===== src/rtl/risc_register_file.sv =====
// Integer register file: two read ports (A=rs1, B=rs2), one write port, x0 hardwired to zero.
// Latency: request accepted at edge k, data/ack valid in the cycle after edge k; write commits at edge k.
// Backpressure: each port's two-state IDLE/ACK FSM ignores valid while in ACK, so a held valid acks every second cycle.
// Optional feature: define REG_FILE_BYPASS_EN to forward a same-edge write to the read ports.
module risc_register_file #(
    parameter int NUM_REGS   = 32,
    parameter int ADDR_WIDTH = 5,
    parameter int DATA_WIDTH = 32
) (
    input  logic                  clk,
    input  logic                  reset,
    input  logic [ADDR_WIDTH-1:0] reg_rd_addr_a,
    input  logic                  reg_rd_addrs_a_valid,
    output logic [DATA_WIDTH-1:0] reg_rd_data_a,
    output logic                  reg_rd_data_a_ack,
    input  logic [ADDR_WIDTH-1:0] reg_rd_addr_b,
    input  logic                  reg_rd_addrs_b_valid,
    output logic [DATA_WIDTH-1:0] reg_rd_data_b,
    output logic                  reg_rd_data_b_ack,
    input  logic [ADDR_WIDTH-1:0] reg_wr_addr,
    input  logic [DATA_WIDTH-1:0] reg_wr_data,
    input  logic                  reg_wr_valid,
    output logic                  reg_wr_ack
);

    typedef enum logic {
        ST_IDLE = 1'b0,
        ST_ACK  = 1'b1
    } port_state_t;

    port_state_t           rd_a_state_q, rd_a_state_d;
    port_state_t           rd_b_state_q, rd_b_state_d;
    port_state_t           wr_state_q,   wr_state_d;

    logic                  rd_a_ack_q, rd_a_ack_d;
    logic                  rd_b_ack_q, rd_b_ack_d;
    logic                  wr_ack_q,   wr_ack_d;

    logic [DATA_WIDTH-1:0] rd_a_data_q, rd_a_data_d;
    logic [DATA_WIDTH-1:0] rd_b_data_q, rd_b_data_d;

    logic [DATA_WIDTH-1:0] regs_q [NUM_REGS];
    logic [DATA_WIDTH-1:0] regs_d [NUM_REGS];

    logic                  rd_a_accept;
    logic                  rd_b_accept;
    logic                  wr_accept;
    logic                  rd_a_live;
    logic                  rd_b_live;
    logic                  wr_live;

    // A port accepts only from IDLE; an address is "live" when nonzero and inside the array.
    always_comb begin
        rd_a_accept = (rd_a_state_q == ST_IDLE) && reg_rd_addrs_a_valid;
        rd_b_accept = (rd_b_state_q == ST_IDLE) && reg_rd_addrs_b_valid;
        wr_accept   = (wr_state_q   == ST_IDLE) && reg_wr_valid;
        rd_a_live   = (reg_rd_addr_a != '0) && (int'(reg_rd_addr_a) < NUM_REGS);
        rd_b_live   = (reg_rd_addr_b != '0) && (int'(reg_rd_addr_b) < NUM_REGS);
        wr_live     = (reg_wr_addr   != '0) && (int'(reg_wr_addr)   < NUM_REGS);
    end

    // Next-state for the three handshake FSMs: IDLE->ACK on accept, ACK->IDLE unconditionally.
    always_comb begin
        rd_a_state_d = rd_a_accept ? ST_ACK : ST_IDLE;
        rd_b_state_d = rd_b_accept ? ST_ACK : ST_IDLE;
        wr_state_d   = wr_accept   ? ST_ACK : ST_IDLE;
        rd_a_ack_d   = rd_a_accept;
        rd_b_ack_d   = rd_b_accept;
        wr_ack_d     = wr_accept;
    end

    // Read data capture; dead addresses return zero and the output holds between acceptances.
    always_comb begin
        rd_a_data_d = rd_a_data_q;
        rd_b_data_d = rd_b_data_q;
        if (rd_a_accept) begin
            rd_a_data_d = '0;
            if (rd_a_live) begin
                rd_a_data_d = regs_q[reg_rd_addr_a];
`ifdef REG_FILE_BYPASS_EN
                if (wr_accept && (reg_wr_addr == reg_rd_addr_a)) begin
                    rd_a_data_d = reg_wr_data;
                end
`endif
            end
        end
        if (rd_b_accept) begin
            rd_b_data_d = '0;
            if (rd_b_live) begin
                rd_b_data_d = regs_q[reg_rd_addr_b];
`ifdef REG_FILE_BYPASS_EN
                if (wr_accept && (reg_wr_addr == reg_rd_addr_b)) begin
                    rd_b_data_d = reg_wr_data;
                end
`endif
            end
        end
    end

    // Array update: writes to x0 or past the end are acked but dropped.
    always_comb begin
        regs_d = regs_q;
        if (wr_accept && wr_live) begin
            regs_d[reg_wr_addr] = reg_wr_data;
        end
    end

    // State, registered outputs and array; reset clears everything including pending acks.
    always_ff @(posedge clk or posedge reset) begin
        if (reset) begin
            rd_a_state_q <= ST_IDLE;
            rd_b_state_q <= ST_IDLE;
            wr_state_q   <= ST_IDLE;
            rd_a_ack_q   <= 1'b0;
            rd_b_ack_q   <= 1'b0;
            wr_ack_q     <= 1'b0;
            rd_a_data_q  <= '0;
            rd_b_data_q  <= '0;
            for (int i = 0; i < NUM_REGS; i++) begin
                regs_q[i] <= '0;
            end
        end else begin
            rd_a_state_q <= rd_a_state_d;
            rd_b_state_q <= rd_b_state_d;
            wr_state_q   <= wr_state_d;
            rd_a_ack_q   <= rd_a_ack_d;
            rd_b_ack_q   <= rd_b_ack_d;
            wr_ack_q     <= wr_ack_d;
            rd_a_data_q  <= rd_a_data_d;
            rd_b_data_q  <= rd_b_data_d;
            regs_q       <= regs_d;
        end
    end

    assign reg_rd_data_a     = rd_a_data_q;
    assign reg_rd_data_a_ack = rd_a_ack_q;
    assign reg_rd_data_b     = rd_b_data_q;
    assign reg_rd_data_b_ack = rd_b_ack_q;
    assign reg_wr_ack        = wr_ack_q;

endmodule


===== config.mk =====
export PLATFORM = sky130hd
export DESIGN_NAME = risc_register_file
export DESIGN_NICKNAME = d
export VERILOG_FILES = /design/src/rtl/risc_register_file.sv
export SDC_FILE = /design/constraint.sdc
export NUM_CORES = 2
export LEC_CHECK = 0
export CORE_MARGIN = 5
export CORE_UTILIZATION = 55
export CTS_CLUSTER_DIAMETER = 200
export DETAILED_ROUTE_END_ITERATION = 10
export PLACE_DENSITY = 0.72
export SKIP_LAST_GASP = 1
export SLEW_MARGIN = 10
export SYNTH_ARGS = -nofsm -noshare
export SYNTH_HDL_FRONTEND = slang
export SYNTH_SLANG_ARGS = --single-unit

===== constraint.sdc =====
create_clock -name clk -period 46.3 [get_ports clk]
set_input_delay 11.575 -clock clk [delete_from_list [all_inputs] [get_ports clk]]
set_output_delay 11.575 -clock clk [all_outputs]
set_load 0.1 [all_outputs]

# After elaboration in Yosys (flattened, before gate mapping)
# Cells that the tools add are included.
[word_totals] reg_bits=1094 in_bits=52 output_inout_bits=67
[classes] magnitude_cmp=4 mux=14 bitwise=6 n_reduce_logical=8
[op_table] cell="1024-bit bitwise mux" count=1
[op_table] cell="32-bit binary-select mux with 5-bit select" count=2
[op_table] cell="32-bit two-way mux" count=7
[op_table] cell="32-bit demux with 5-bit select" count=1
[op_table] cell="6-bit >= comparator (second input constant)" count=3
[op_table] cell="5-bit NOT with 6-bit output" count=3
[op_table] cell="5-bit nonzero test" count=3
[op_table] cell="6-bit by 1-bit < comparator with 1-bit output (second input constant)" count=1
[op_table] cell="1-bit logical AND" count=5
[op_table] cell="1-bit two-way mux" count=3
[op_table] cell="1-bit NOT" count=3

# Depth between registers and ports, before layout
[depth] word_depth=6 mapped_depth=10 ltp_nobuf=6

# Worst setup path before layout
# No wires, ideal clock.
[synth_path] path_kind="input to register" from="in reg_rd_addr_b[0]" to="reg rd_b_data_q[15] (netlist: reg_rd_data_b[15])" setup_time_ns=0.122 arrival_time_ns=13.021 required_time_ns=46.178 setup_slack_ns=33.158 cell_stages=7 n_path_buf=3 cell_sequence="buf_2 > buf_4 > buf_2 > mux4_2 > mux2i_1 > a211oi_1 > a22o_1"
[synth_between] elab_chain_cells=5 word_cells_on_any_way=6
[synth_lines] element="from (decl)" line="16" source="input logic [ADDR_WIDTH-1:0] reg_rd_addr_b,"
[synth_lines] element="5-bit NOT with 6-bit output (not written as such)" line="90" source="rd_b_data_d = regs_q[reg_rd_addr_b];"
[synth_lines] element="32-bit binary-select mux with 5-bit select" line="90"
[synth_lines] element="32-bit two-way mux (not written as such) (2 in series)" line="90"
[synth_lines] element="32-bit two-way mux *" line="89" source="if (rd_b_live) begin"
[synth_lines] element="to (signal assigned)" line="130" source="rd_b_data_q <= rd_b_data_d;"
[synth_lines] element="to (decl)" line="40" source="logic [DATA_WIDTH-1:0] rd_b_data_q, rd_b_data_d;"
# Every way passes the cells marked *; elsewhere a longest branch is shown, timed or not. The select of a mux whose other input is x is not followed.
# A chain may end at the register's enable or synchronous reset.

==> impl_metrics.ini <==
[worst_setup_path]
path_cells = clkdlybuf4s50_1 > inv_8 > buf_4 > buf_4 > buf_4 > buf_4
reg2reg_depth = 6
cp_max_fo = 127
crit_arrival_ns = 16.24
start_kind = primary input
critPathTopFamily = buffers and inverters
r2r_end = regs_q[513]
criticalPathCategory = in -> async
cp_common_cell = buf_4
cp_slowest_stage_delay_ns = 0.89
cp-end-kind = async pin
r2r_slack_ns = 43.40
reg2reg_from = reg_wr_ack
required_ns = 47.03
cpMaxStageDelayCell = buf_4
cp_num_buf_inv = 6

[sta]
worst_pin_slew_ns = 1.27
min_period_over_period_pct = 33.5
fin_tns_setup_ns = 0
setup_viol = 0
rsz0062_at_grt = no
drv_slew = 0
max_freq_ghz = 0.0645
min_period_ns = 15.51
fin_skew_ns = 0.0362
slew_headroom_pct = 15.3
hold_viol = 0
setup_ws_ns = 30.79

[floorplanning]
die_h_um = 334
die_w_um = 334
die-area_sq_um = 111000
io_pins = 119
start_util_pct = 55.5
core_area_sq_um = 104000
num_rows = 118

[job]
cap_violations = 0

[routing]
routedWlPerCell_um = 31.1
vias = 36804
drc = 0
routed_wirelength_um = 167000
drtIter0Drc = 3353
antenna_left = 0
dr.pass1.iters = 7
avgViaCountPerCell = 6.84

[yosys]
yosys_warnings = 0
synth_edf_count = 0
muxShareOfSynthArea_pct = 40.5
synthSimpleGateAreaFrac_pct = 3.83
syn_avg_cell_area_sq_um = 14.3
synth.area.top_cells = dfrtp_1 47%, mux2_2 26%, mux4_2 12%
async_reset_ff_share_pct = 100
synth_adder_area_share_pct = 0
synth_top_cell_by_area = dfrtp_1
synthCells = 4034
seq_area_frac_synth_pct = 47.4
synth_area_sq_um = 57600
synth-xor-area-share_pct = 0
synth_fp_nets = 4086
ys_seq_elements = 1091
synth_top_family_by_area = multiplexers
synth_compound_area_share_pct = 3.94
synth_top_area_share_pct = 47.4
synthDistinctLibCells = 41
synth_flop_cell = dfrtp_1

[placement]
finalWeightedCongestion = 0.792
numPortBuffers = 118
pre_cts_slack_ns = 29.79
dp_hpwl_um = 88200

[clock_network]
cts-root-buf = clkbuf_16
h-tree-depth = 3
cts_sinks = 1091
cts_tree = done
path_clk_slew_ns = 0.06
ctsLongestPathBuffers = 3
ctsHoldBuffers = 0
clk_latency_ns = 0.71
numCtsBuffers = 115
cts_setup_buffers = 0
cts_resized = 0

[cells_and_area]
drive_above_1_share_pct = 49.1
final_core_util_pct = 60.5
final.fill_count = 7923
nNetsFinal = 3958
area_growth_pct = 8.95

[power]
pwr-share-clk_pct = 34.8
power_switching_mw = 0.758
power_frac_comb_pct = 19.9
p_sw_share_pct = 28.1
intPower_mw = 1.94
p_seq_share_pct = 45.3
powerDensity_nw_per_um2 = 43.0
vdd_drop_max_mv = 0.0349
power.leakage_nw = 28.0

[global_route]
gr-total-overflow = 0
antenna_found_initial = 6
first_global_vias = 38026
grt.total_usage_pct = 29.8
grt_max_degree = 179
grt_pass1_wl_um = 251000

[min_path]
hold_path_startpoint = regs_q[993]
worst_hold_path.endpoint = regs_q[993]
hold_class = reg -> reg
hold_path_depth = 0

[outcome]
status = completed
-- metrics by stage --
| stage | instances | area [sq um] | hold slack [ns] | power [mW] |
|---|---|---|---|---|
| 2_1_floorplan | 4034 | 57600 | 0.441 | 1.64 |
| 3_3_place_gp | 5169 | 59000 | 0.377 | 1.75 |
| 3_5_place_dp | 5169 | 59000 | 0.383 | 1.77 |
| 4_1_cts | 5376 | 62700 | 0.397 | 2.71 |
| 5_1_grt | 5378 | 62700 | 0.404 | 2.80 |
| 6_report | 5379 | 62700 | 0.392 | 2.70 |
-- power by group through the flow --
stage	combinational (mW)	clock, mW	sequential [mW]
detailed placement	0.537	0	1.23
global placement	0.526	0	1.22
finish	0.538	0.938	1.22
CTS	0.539	0.951	1.22
floorplan	0.376	0	1.27
global route	0.576	0.987	1.24
-- area by class of cell --
type                    count  area [sq um]  area share (%)
diodes                      3          7.51          0.0120
clock buffers             159          3250            5.17
clock inverters            48           537           0.856
flip-flops and latches   1091         27300            43.5
repair buffers            197          1860            2.97
multi-input cells        2497         28000            44.7
inverters                   4          22.5          0.0359
well taps                1380          1730            2.75
-- cells by family after synthesis --
logic type,after synthesis
DFF,1091
muxes,1758
and+or+nand+nor,419
AOI/OAI and AO/OA,320
buffers and inverters,446
-- how the worst max path moves through the flow --
stage                     startpoint  cells after the start  slack [ns]               end
final                          reset                      6       30.79       regs_q[978]
after global routing           reset                      6       30.02       regs_q[657]
after CTS                      reset                      6       30.52       regs_q[657]
after detailed placement       reset                      6       29.79       regs_q[657]
after global placement         reset                      6       29.82       regs_q[529]
after floorplan                reset                      1        4.01  reg_rd_data_a[0]
-- synth_stat cells (3+ instances only) --
cell,number
mux2i_1,76
nor2_2,4
dfrtp_1,1091
buf_6,49
buf_4,44
mux2_1,37
nand2_1,88
buf_12,10
o21ai_0,4
nand3_1,12
or2_2,4
a22o_1,60
nand2b_1,65
inv_1,3
a211oi_1,60
buf_1,36
nand4_1,8
nor3_1,7
nor2b_1,4
buf_2,109
mux4_2,319
nor4_1,62
clkbuf_1,194
nor3b_1,8
nand3b_1,7
nor2_1,80
mux2_2,1325
or3_1,5
and3_1,61
o22ai_1,186
-- placed cells by master (no fill, tap or decap), types with 7 or more instances in the layout --
master	count
a211oi_1	60
a22o_1	60
and3_1	61
buf_4	74
bufinv_16	11
clkbuf_1	26
clkbuf_16	117
clkbuf_8	18
clkdlybuf4s50_1	112
clkinv_2	31
dfrtp_1	1091
mux2_1	37
mux2_2	1325
mux2i_1	76
mux4_2	319
nand2_1	72
nand2_2	13
nand2b_1	63
nand3_1	8
nand3b_1	7
nand4_1	8
nor2_1	68
nor2_4	16
nor3_1	7
nor3b_1	8
nor4_1	62
o22ai_1	186
-- metal layers --
| metal | vias to the layer above | track usage [%] | share of wire, % |
|---|---|---|---|
| met5 | - | 0 | 0 |
| met4 | 0 | 9.83 | 3.4 |
| met3 | 375 | 5.55 | 7.8 |
| met2 | 1568 | 47.7 | 48 |
| met1 | 19821 | 41.7 | 41 |
| li1 | 15040 | - | - |
-- worst register-to-register path, delay by kind of cell (launching register included) --
family        cells  cell delay, ns
mux               1            0.44
flops             1            0.38
buf+inv           2            0.70
simple gates      3            1.24
-- registers in the layout, summed over array words and instances, names as in the netlist --
name / count
regs_q: 1024
reg_wr_ack: 1
reg_rd_data_a_ack: 1
reg_rd_data_b: 32
reg_rd_data_b_ack: 1
reg_rd_data_a: 32
No activity file was read; power rests on OpenSTA's default activity.
